## config.mk

```make
export PLATFORM = sky130hd
export DESIGN_NAME = arbitro_rr8
export DESIGN_NICKNAME = d
export VERILOG_FILES = /design/src/rtl/arbitro_rr8.sv
export SDC_FILE = /design/constraint.sdc
export NUM_CORES = 1
export LEC_CHECK = 0
export ABC_CLOCK_PERIOD_IN_PS = 5700
export CORE_AREA = 2 2 98 100
export CTS_CLUSTER_SIZE = 16
export DETAILED_ROUTE_END_ITERATION = 16
export DIE_AREA = 0 0 100 102
export PLACE_DENSITY = 0.61
export SYNTH_ARGS = -nofsm -noshare
export SYNTH_HDL_FRONTEND = slang
export SYNTH_SLANG_ARGS = --single-unit
```

## constraint.sdc

```tcl
create_clock -name clk -period 5.7 [get_ports clk]
set_clock_uncertainty 0.15 [all_clocks]
set_input_delay 1.14 -clock clk [delete_from_list [all_inputs] [get_ports clk]]
set_output_delay 1.14 -clock clk [all_outputs]
set_load 0.01 [all_outputs]
```

## src/rtl/arbitro_rr8.sv

```systemverilog
// Eight-way round-robin arbiter with registered one-hot grant and optional
// maximum-hold preemption (MAXHOLD = 0 lets an owner keep the grant forever).
module arbitro_rr8 #(
  parameter int unsigned MAXHOLD = 16
) (
  input  logic       clk,
  input  logic       rst,
  input  logic [7:0] req,
  output logic [7:0] gnt,
  output logic [2:0] gnt_idx,
  output logic       gnt_valid
);

  typedef enum logic {IDLE, GRANT} state_t;

  localparam logic [7:0] MAX_HOLD = 8'(MAXHOLD);

  state_t     state_q, state_d;
  logic [2:0] ptr_q, ptr_d;
  logic [2:0] idx_q, idx_d;
  logic [7:0] hcnt_q, hcnt_d;
  logic [7:0] gnt_q, gnt_d;
  logic [2:0] next_ptr;
  logic [7:0] others;

  // First set bit of r scanning p, p+1, ... p+7 with 3-bit wraparound.
  function automatic logic [2:0] pick(input logic [7:0] r, input logic [2:0] p);
    logic [2:0] sel;
    logic [2:0] cand;
    logic       found;
    sel   = p;
    found = 1'b0;
    for (int i = 0; i < 8; i++) begin
      cand = p + 3'(i);
      if (!found && r[cand]) begin
        sel   = cand;
        found = 1'b1;
      end
    end
    return sel;
  endfunction

  always_comb begin
    state_d  = state_q;
    ptr_d    = ptr_q;
    idx_d    = idx_q;
    hcnt_d   = hcnt_q;
    next_ptr = idx_q + 3'd1;
    others   = req & ~(8'd1 << idx_q);
    case (state_q)
      IDLE: begin
        if (|req) begin
          state_d = GRANT;
          idx_d   = pick(req, ptr_q);
          hcnt_d  = 8'd1;
        end
      end
      GRANT: begin
        if (!req[idx_q]) begin
          ptr_d = next_ptr;
          if (|req) begin
            idx_d  = pick(req, next_ptr);
            hcnt_d = 8'd1;
          end else begin
            state_d = IDLE;
            idx_d   = 3'd0;
            hcnt_d  = 8'd0;
          end
        end else if ((MAX_HOLD != 8'd0) && (hcnt_q == MAX_HOLD) && (|others)) begin
          // The owner is last in the scan from next_ptr, so it cannot win again.
          ptr_d  = next_ptr;
          idx_d  = pick(others, next_ptr);
          hcnt_d = 8'd1;
        end else if (hcnt_q != 8'hFF) begin
          hcnt_d = hcnt_q + 8'd1;
        end
      end
    endcase
    gnt_d = (state_d == GRANT) ? (8'd1 << idx_d) : 8'h00;
  end

  always_ff @(posedge clk) begin
    if (rst) begin
      state_q <= IDLE;
      ptr_q   <= 3'd0;
      idx_q   <= 3'd0;
      hcnt_q  <= 8'd0;
      gnt_q   <= 8'h00;
    end else begin
      state_q <= state_d;
      ptr_q   <= ptr_d;
      idx_q   <= idx_d;
      hcnt_q  <= hcnt_d;
      gnt_q   <= gnt_d;
    end
  end

  assign gnt       = gnt_q;
  assign gnt_idx   = idx_q;
  assign gnt_valid = (state_q == GRANT);

endmodule

```

==> results of run 1 <==
[through the flow]
| step | setup WS [ps] | util (%) |
|---|---|---|
| finish | 862 | 42.9 |
| global route | 739 | 42.9 |
| CTS | 941 | 42.9 |
| detailed placement | 667 | 42.4 |
| global placement | 693 | 42.4 |
| floorplan | 1680 | - |
[synthesized netlist by cell type (3+ instances only)]
library cell | number | area share [%]
a211oi_1 | 6 | 1.3
a21boi_0 | 3 | 0.63
a21oi_1 | 25 | 3.5
a31oi_1 | 8 | 1.4
a32o_1 | 4 | 1.1
a32oi_1 | 6 | 1.5
and2_1 | 3 | 0.52
and3_1 | 5 | 0.87
buf_2 | 10 | 1.4
buf_6 | 3 | 0.94
clkbuf_1 | 15 | 1.6
dfxtp_1 | 23 | 13
ha_1 | 12 | 4.2
inv_1 | 21 | 2.2
mux2_2 | 20 | 6.3
mux2i_1 | 22 | 6.1
mux4_2 | 26 | 16
nand2_1 | 33 | 3.4
nand2b_1 | 12 | 2.1
nand3_1 | 17 | 2.4
nand3b_1 | 3 | 0.63
nand4_1 | 7 | 1.2
nor2_1 | 34 | 3.5
nor2b_1 | 4 | 0.70
nor3_1 | 11 | 1.5
nor4_1 | 3 | 0.52
o21ai_0 | 10 | 1.4
o22ai_1 | 3 | 0.52
o31ai_1 | 4 | 0.83
or2_2 | 3 | 0.52
xnor2_1 | 3 | 0.73
xor2_1 | 9 | 2.2
[final cells by class]
class                   instances  area share [%]
multi-input cells             349            74.4
flip-flops and latches         23            11.8
repair buffers                 29            6.92
well taps                     111            3.55
inverters                      22            2.11
clock buffers                   3            1.06
clock inverters                 1           0.128
[how the worst max path moves through the flow]
stage                  end  slack, ps       start
global route        gnt[2]        740      req[7]
finish              gnt[2]        860      req[7]
floorplan           gnt[0]       1680  gnt_idx[0]
CTS                 gnt[2]        940      req[4]
global placement    gnt[2]        690      req[0]
detailed placement  gnt[2]        670      req[6]
[power breakdown]
part           total [mW]  internal (mW)  leakage [nW]  switching, mW
clock network      0.0986         0.0487        0.0255         0.0499
registers           0.243          0.193         0.188         0.0504
logic                1.98          0.834          1.16           1.14
[cell families (layout without fill, tap and decap cells)]
kind of cell | after synthesis | after routing | share of synthesized area [%]
compound gates | 98 | 98 | 19.5
fa+ha+maj | 12 | 12 | 4.17
mux | 71 | 71 | 30.5
flops | 23 | 23 | 12.8
xor+xnor | 13 | 13 | 3.37
simple gates | 155 | 155 | 23.2
buf+inv | 52 | 55 | 6.43
[worst reg2reg max path, cell delays in order, from the launching register on]
cell,delay [ps]
dfxtp_2,520
inv_1,240
ha_1,670
xor2_1,500
mux4_2,480
or3_4,460
nor4_4,380
a21oi_1,140
o211a_2,180
a2111oi_4,490
and4b_1,270
[registers in the layout, summed over array words and instances, names as in the netlist]
register   count
ptr_q          3
gnt_idx        3
gnt            8
hcnt_q         8
gnt_valid      1
[metal layers]
layer  routed length (um)  vias to the layer above
met3                  315                       20
li1                     -                     1641
met5                    0                        -
met1                 4580                     1720
met4                  215                        0
met2                 5080                       96
==> metrics.cfg, run 1 <==
[critical_path]
crit_cells=10
r2r_slack_ps=1150
slowest_stage=clkdlybuf4s50_1
crit_arrival_ps=4890
crit_buf_inv=1
crit_family=simple AND/OR/NAND/NOR gates
endpoint_kind=flip-flop
required_ps=5750
r2r-end=gnt[2]
crit_type=in -> reg
cp_cell_sequence=clkdlybuf4s50_1, nor2b_1, a22o_1, mux4_2, or3_4, nor4_4, a21oi_1, o211a_2, a2111oi_4, and4b_1
cp-start-kind=input pin
r2r_cells=10
reg2reg_from=gnt_idx[0]
max_stage_delay_ps=710
crit_path_max_fanout=17

[timing]
final-setup-viol-count=0
hold_viol_final=0
fmax_mhz=207
rsz0062_at_grt=no
tns_ps=0
worst_pin_slew_ps=685
relSlewSlack_pct=53.2
period_minus_slack_ps=4840
fin_crit_sh_pct=84.9
whs_ps=355
finalMaxSlewViolations=0

[synth]
netlist-cell-type-count=78
synthesis.nets=446
synth-edff-count=0
synth_ff_type=dfxtp_1
synth_area_um2=3600
async_flop_share_pct=0
ys_ff_latch=23
syn-mean-instance-area_um2=8.49
yosysWarnings=0
syn_inst=424
ys_seq_area_share_pct=12.8

[global_route]
grt_overflow_total=0
grt_pass1_vias=3302
grt.busiest_layer=met2
grt_max_degree=30
grt_util_met1_pct=27.0
globalRouteMet2Util_pct=35.4
antenna_found_initial=0
grt_pass1_wl_um=16800
grt_usage_pct=20.1
use_met3_pct=1.57

[hold_path]
hold_end=hcnt_q[1]
hold_path_depth=2
holdCritStartpoint=hcnt_q[1]
worstHoldPathType=reg -> reg

[job]
drv_cap=0

[drt]
vias=3477
via_per_inst=6.46
ant_nets=0
drc=0
drtPass1Iterations=5
routed_wl_um=10200
drtIter0Drc=209
post_drt_wl_per_cell_um=18.9

[clock_network]
numCtsBuffers=3
clockBufferDepth=2
cts_tree=done
cts_hold_buf=0
clock_sinks=23
cts_root_buf=clkbuf_8
h-tree-depth=1
clk_pin_slew_ps=80
cts.repair.resized=0
clock_latency_ps=260
postCtsSetupBuffers=0

[die]
die_area_um2=10200
fp-row-count=35
ioPinCount=22
initial_core_util_pct=39.5
coreArea_um2=9110
die-height_um=102
die_w_um=100

[place]
place_area_um2=3860
port_buffers=21
place_congestion=0.956
dp_cells=534
hpwlAfterDp_um=7650

[power_and_ir_drop]
peakVddDrop_v=0.000205
power_density_nw_per_um2=593
finalPower_mw=2.32
p_leak_nw=1.37

[final_layout]
final_common_cell=nor2_1
regArea_um2=462
multiInputGateArea_um2=2910
diodes=0
syn2layout_area_growth_pct=8.55
design_area_um2=3910
nFillCells=915
nNetsFinal=450
final_cell_mix=nor2_1, nand2_1, mux4_2, a21oi_1
drive_gt1_share_pct=16.9
layout.cells.non_filler=538

[status]
status=completed

Note: power is estimated with default switching activity, not from simulation.
==> run 2: changes to the inputs <==
- ABC_CLOCK_PERIOD_IN_PS: 5700 -> 4700
- clock period: 5.7 -> 4.7 ns (I/O delays scaled with it)
==> run 2 against run 1 <==
Cell count rose by 4.8%; non-clock buffer count increased by 26; largest cell class unchanged; first-iteration DRC count up 39%; sequential share of layout area is 0.57 points lower; sequential power grew 9.5%; cell area is 5.1% higher; global-route usage grew 0.93 points.
==> metrics.cfg, run 2 (synthesis results as in run 1) <==
[drt]
post_drt_wl_per_cell_um=18.5
vias=3566
via_per_inst=6.32
drtIter0Drc=291
drc=0
routed_wl_um=10500
ant_nets=0
drtPass1Iterations=5

[critical_path]
crit_type=in -> reg
cp_cell_sequence=clkdlybuf4s50_1, mux2i_1, mux4_2, a32oi_1, or2_2, nor2_1, a221oi_1, nor2_1, or4b_1, nor3b_1
slowest_stage=clkdlybuf4s50_1
required_ps=4740
crit_arrival_ps=4430
max_stage_delay_ps=800
path_common_cell=nor2_1
crit_path_max_fanout=17
endpoint_kind=flip-flop
cp-start-kind=input pin

[place]
dp_cells=560
hpwlAfterDp_um=8070
place_congestion=0.930
port_buffers=21
place_area_um2=4060
pre_cts_ws_ps=-1.30

[timing]
period_minus_slack_ps=4390
final-setup-viol-count=0
whs_ps=369
rsz0062_at_grt=no
relSlewSlack_pct=59.6
finalMaxSlewViolations=0
hold_viol_final=0
fin_crit_sh_pct=93.5
layout_setup_ws_ps=307
fmax_mhz=228
worst_pin_slew_ps=604

[global_route]
grt_pass1_vias=3405
grt_max_degree=32
grt_overflow_total=0
grt_usage_pct=21.0
grt_pass1_wl_um=17500
antenna_found_initial=0

[die]
fp-row-count=35
ioPinCount=22
die_area_um2=10200
die-height_um=102
die_w_um=100
coreArea_um2=9110
initial_core_util_pct=39.5

[clock_network]
cts_root_buf=clkbuf_8
clock_latency_ps=260
clk_pin_slew_ps=80
h-tree-depth=1
clockBufferDepth=2
clock_sinks=23
numCtsBuffers=3
cts_tree=done

[final_layout]
syn2layout_area_growth_pct=14.0
diodes=0
nNetsFinal=476
drive_gt1_share_pct=21.6
final_cell_mix=nor2_1, buf_4, nand2_1, mux4_2, a21oi_1
nFillCells=918
regArea_um2=462
design_area_um2=4110
layout.cells.non_filler=564
multiInputGateArea_um2=2910

[hold_path]
worstHoldPathType=reg -> reg

[power_and_ir_drop]
p_leak_nw=1.51
peakVddDrop_v=0.000330
power_density_nw_per_um2=725

[job]
drv_cap=0

[status]
status=completed

[run 2: final cells by class]
cell class / count / share of cell area [%]
clock buffer: 3 / 1.01
clock inverter: 1 / 0.122
inverter: 22 / 2.01
multi-input combinational: 349 / 70.8
sequential: 23 / 11.2
tap: 111 / 3.38
timing repair buffer: 55 / 11.4
[run 2: path summary, 6_finish.rpt]
path              cells after the start  slack [ps]         to        from
setup reg to reg                     12         370     gnt[4]  gnt_idx[0]
hold reg to reg                       2         370  hcnt_q[1]   hcnt_q[1]
hold / removal                        2         370  hcnt_q[1]   hcnt_q[1]
setup / recovery                     10         310     gnt[4]      req[4]
[run 2: through the flow]
step	TNS [ps]	power (mW)	util, %
floorplan	0	2.11	-
global placement	0	2.80	44.5
detailed placement	-1.30	2.81	44.5
CTS	0	2.94	45.0
global route	0	3.21	45.1
finish	0	2.98	45.1
[run 2: layer usage]
layer / track usage, % / routed length, um
met5: 0 / 0
met4: 5.80 / 279
met3: 1.92 / 501
met2: 35.8 / 5020
met1: 28.8 / 4660
[run 2: what timing repair did]
action,4_1_cts,5_1_grt
resized for setup,0,1
endpoints found under the setup margin,0,1
setup buffers,0,0
hold buffers,0,0
[run 2: worst max-delay path: cells and delay by family]
kind                   cells  cell delay, ps
AO/OA/AOI/OAI              2             790
buffers and inverters      1             800
multiplexers               2             660
AND/OR/NAND/NOR            5            1230
[run 2: report_power, final]
group | switching [mW] | total, mW | internal [mW]
Clock | 0.0612 | 0.120 | 0.0591
Sequential | 0.0324 | 0.266 | 0.234
Combinational | 1.47 | 2.59 | 1.12
Total | 1.56 | 2.98 | 1.42
==> run 3: changes to the inputs <==
- REMOVE_ABC_BUFFERS: not set -> 1
==> run 3 against run 2 <==
Sequential power is 7.5% higher; die area stayed put; worst setup slack better by 74 ps; clock power hardly changed; worst hold slack worse by 12 ps; cell count is 1.1% lower; combinational power is 3% lower; cell area is 0.73% lower; fmax is 1.7% higher.
==> metrics.cfg, run 3 (synthesis results as in run 1) <==
[critical_path]
slowest_stage=clkdlybuf4s50_1
cp-startpoint=req[1]
crit_path_max_fanout=16
required_ps=4720
reg2reg_from=gnt_idx[1]
crit_type=in -> reg
cp_cell_sequence=clkdlybuf4s50_1, mux4_2, mux2_2, nand3b_1, o311ai_1, mux2i_1, a221oi_1, nor2_1, or4b_1, nor3b_1
max_stage_delay_ps=660
cp-start-kind=input pin
crit_family=simple AND/OR/NAND/NOR gates
crit_arrival_ps=4340
crit_buf_inv=1
endpoint_kind=flip-flop

[die]
die_area_um2=10200
fp-row-count=35
die-height_um=102
die_w_um=100
coreArea_um2=9110
ioPinCount=22
initial_core_util_pct=39.5

[timing]
tns_ps=0
layout_setup_ws_ps=381
rsz0062_at_grt=no
worst_pin_slew_ps=645
hold_viol_final=0
final-setup-viol-count=0
whs_ps=357
relSlewSlack_pct=56.7
fin_crit_sh_pct=91.9
fmax_mhz=232
period_minus_slack_ps=4320
finalMaxSlewViolations=0

[status]
status=completed

[job]
drv_cap=0

[final_layout]
nNetsFinal=470
diodes=0
syn2layout_area_growth_pct=13.2
utilization_pct=44.7
final_cell_mix=nor2_1, nand2_1, buf_4, mux4_2, a21oi_1
drive_gt1_share_pct=21.0
nFillCells=884
layout.cells.non_filler=558
design_area_um2=4080
final_common_cell=nor2_1

[clock_network]
numCtsBuffers=3
cts_root_buf=clkbuf_8
clock_latency_ps=250
h-tree-depth=1
postCtsSetupBuffers=0
cts_tree=done
clk_pin_slew_ps=80
clock_sinks=23
clockBufferDepth=2

[place]
pre_cts_ws_ps=-22.1
place_area_um2=4010
hpwlAfterDp_um=7840
port_buffers=21
dp_cells=554
place_congestion=1.00

[power_and_ir_drop]
comb_power_share_pct=86.2
switchingPower_mw=1.53
p_sw_share_pct=52.4
peakVddDrop_v=0.000225
internal_power_mw=1.39
p_leak_nw=1.48
power_frac_seq_pct=9.8
finalPower_mw=2.92
clock_power_share_pct=4.1
power_density_nw_per_um2=718

[global_route]
grt_pass1_vias=3309
grt_max_degree=31
grt_overflow_total=0
grt_pass1_wl_um=16700
grt_usage_pct=20.0
antenna_found_initial=0

[drt]
routed_wl_um=10200
via_per_inst=6.27
post_drt_wl_per_cell_um=18.3
vias=3499
drc=0
drtIter0Drc=234
ant_nets=0
drtPass1Iterations=5

[hold_path]
holdCritStartpoint=hcnt_q[1]
worstHoldPathType=reg -> reg

run 3: cell types whose count changed in the layout (fill, tap and decap cells not counted):
cell | before | now
a32oi_1 | 6 | 5
a32oi_2 | 0 | 1
xor2_1 | 9 | 8
buf_4 | 34 | 28
xor2_2 | 1 | 2
run 3: final cells by class:
class	count	area, um2	share of cell area [%]
sequential	23	462	11.3
inverter	22	82.6	2.03
tap	111	139	3.41
timing repair buffer	49	423	10.4
multi-input combinational	349	2920	71.7
clock inverter	1	5.00	0.123
clock buffer	3	41.3	1.01
run 3: path summary, 6_finish.rpt:
kind	to	slack, ps	cells after the start
setup / recovery	gnt[4]	380	10
hold / removal	hcnt_q[1]	360	2
hold reg to reg	hcnt_q[1]	360	2
setup reg to reg	gnt[4]	450	11
run 3: what timing repair did:
item / in CTS / in global routing
gates resized for setup: 0 / 3
setup endpoints to repair: 0 / 2
hold buffers: 0 / 0
run 3: layer usage:
| layer | GRT usage (%) | part of all wire, % | wire length [um] | vias up |
|---|---|---|---|---|
| met3 | 2.05 | 4.9 | 497 | 25 |
| met1 | 26.5 | 44 | 4490 | 1666 |
| met4 | 6.43 | 2.9 | 291 | 0 |
| li1 | - | - | - | 1675 |
| met5 | 0 | 0 | 0 | - |
| met2 | 34.4 | 48 | 4910 | 133 |
run 3: worst reg2reg max path: stages, from the launching register on:
cell     delay (ps)
dfxtp_1         660
inv_1           170
ha_1            590
mux4_2          640
mux2_2          320
nor4_2          330
nand4_1         160
nand2_1         130
xnor2_1          70
and3_4          200
or4b_1          540
nor3b_1         230
run 3: power by group through the flow:
| stage | clock network, mW | registers (mW) | logic (mW) |
|---|---|---|---|
| 2_1_floorplan | 0 | 0.346 | 1.70 |
| 6_report | 0.119 | 0.286 | 2.52 |
| 4_1_cts | 0.121 | 0.286 | 2.47 |
| 3_3_place_gp | 0 | 0.289 | 2.45 |
| 5_1_grt | 0.136 | 0.293 | 2.71 |
| 3_5_place_dp | 0 | 0.290 | 2.46 |
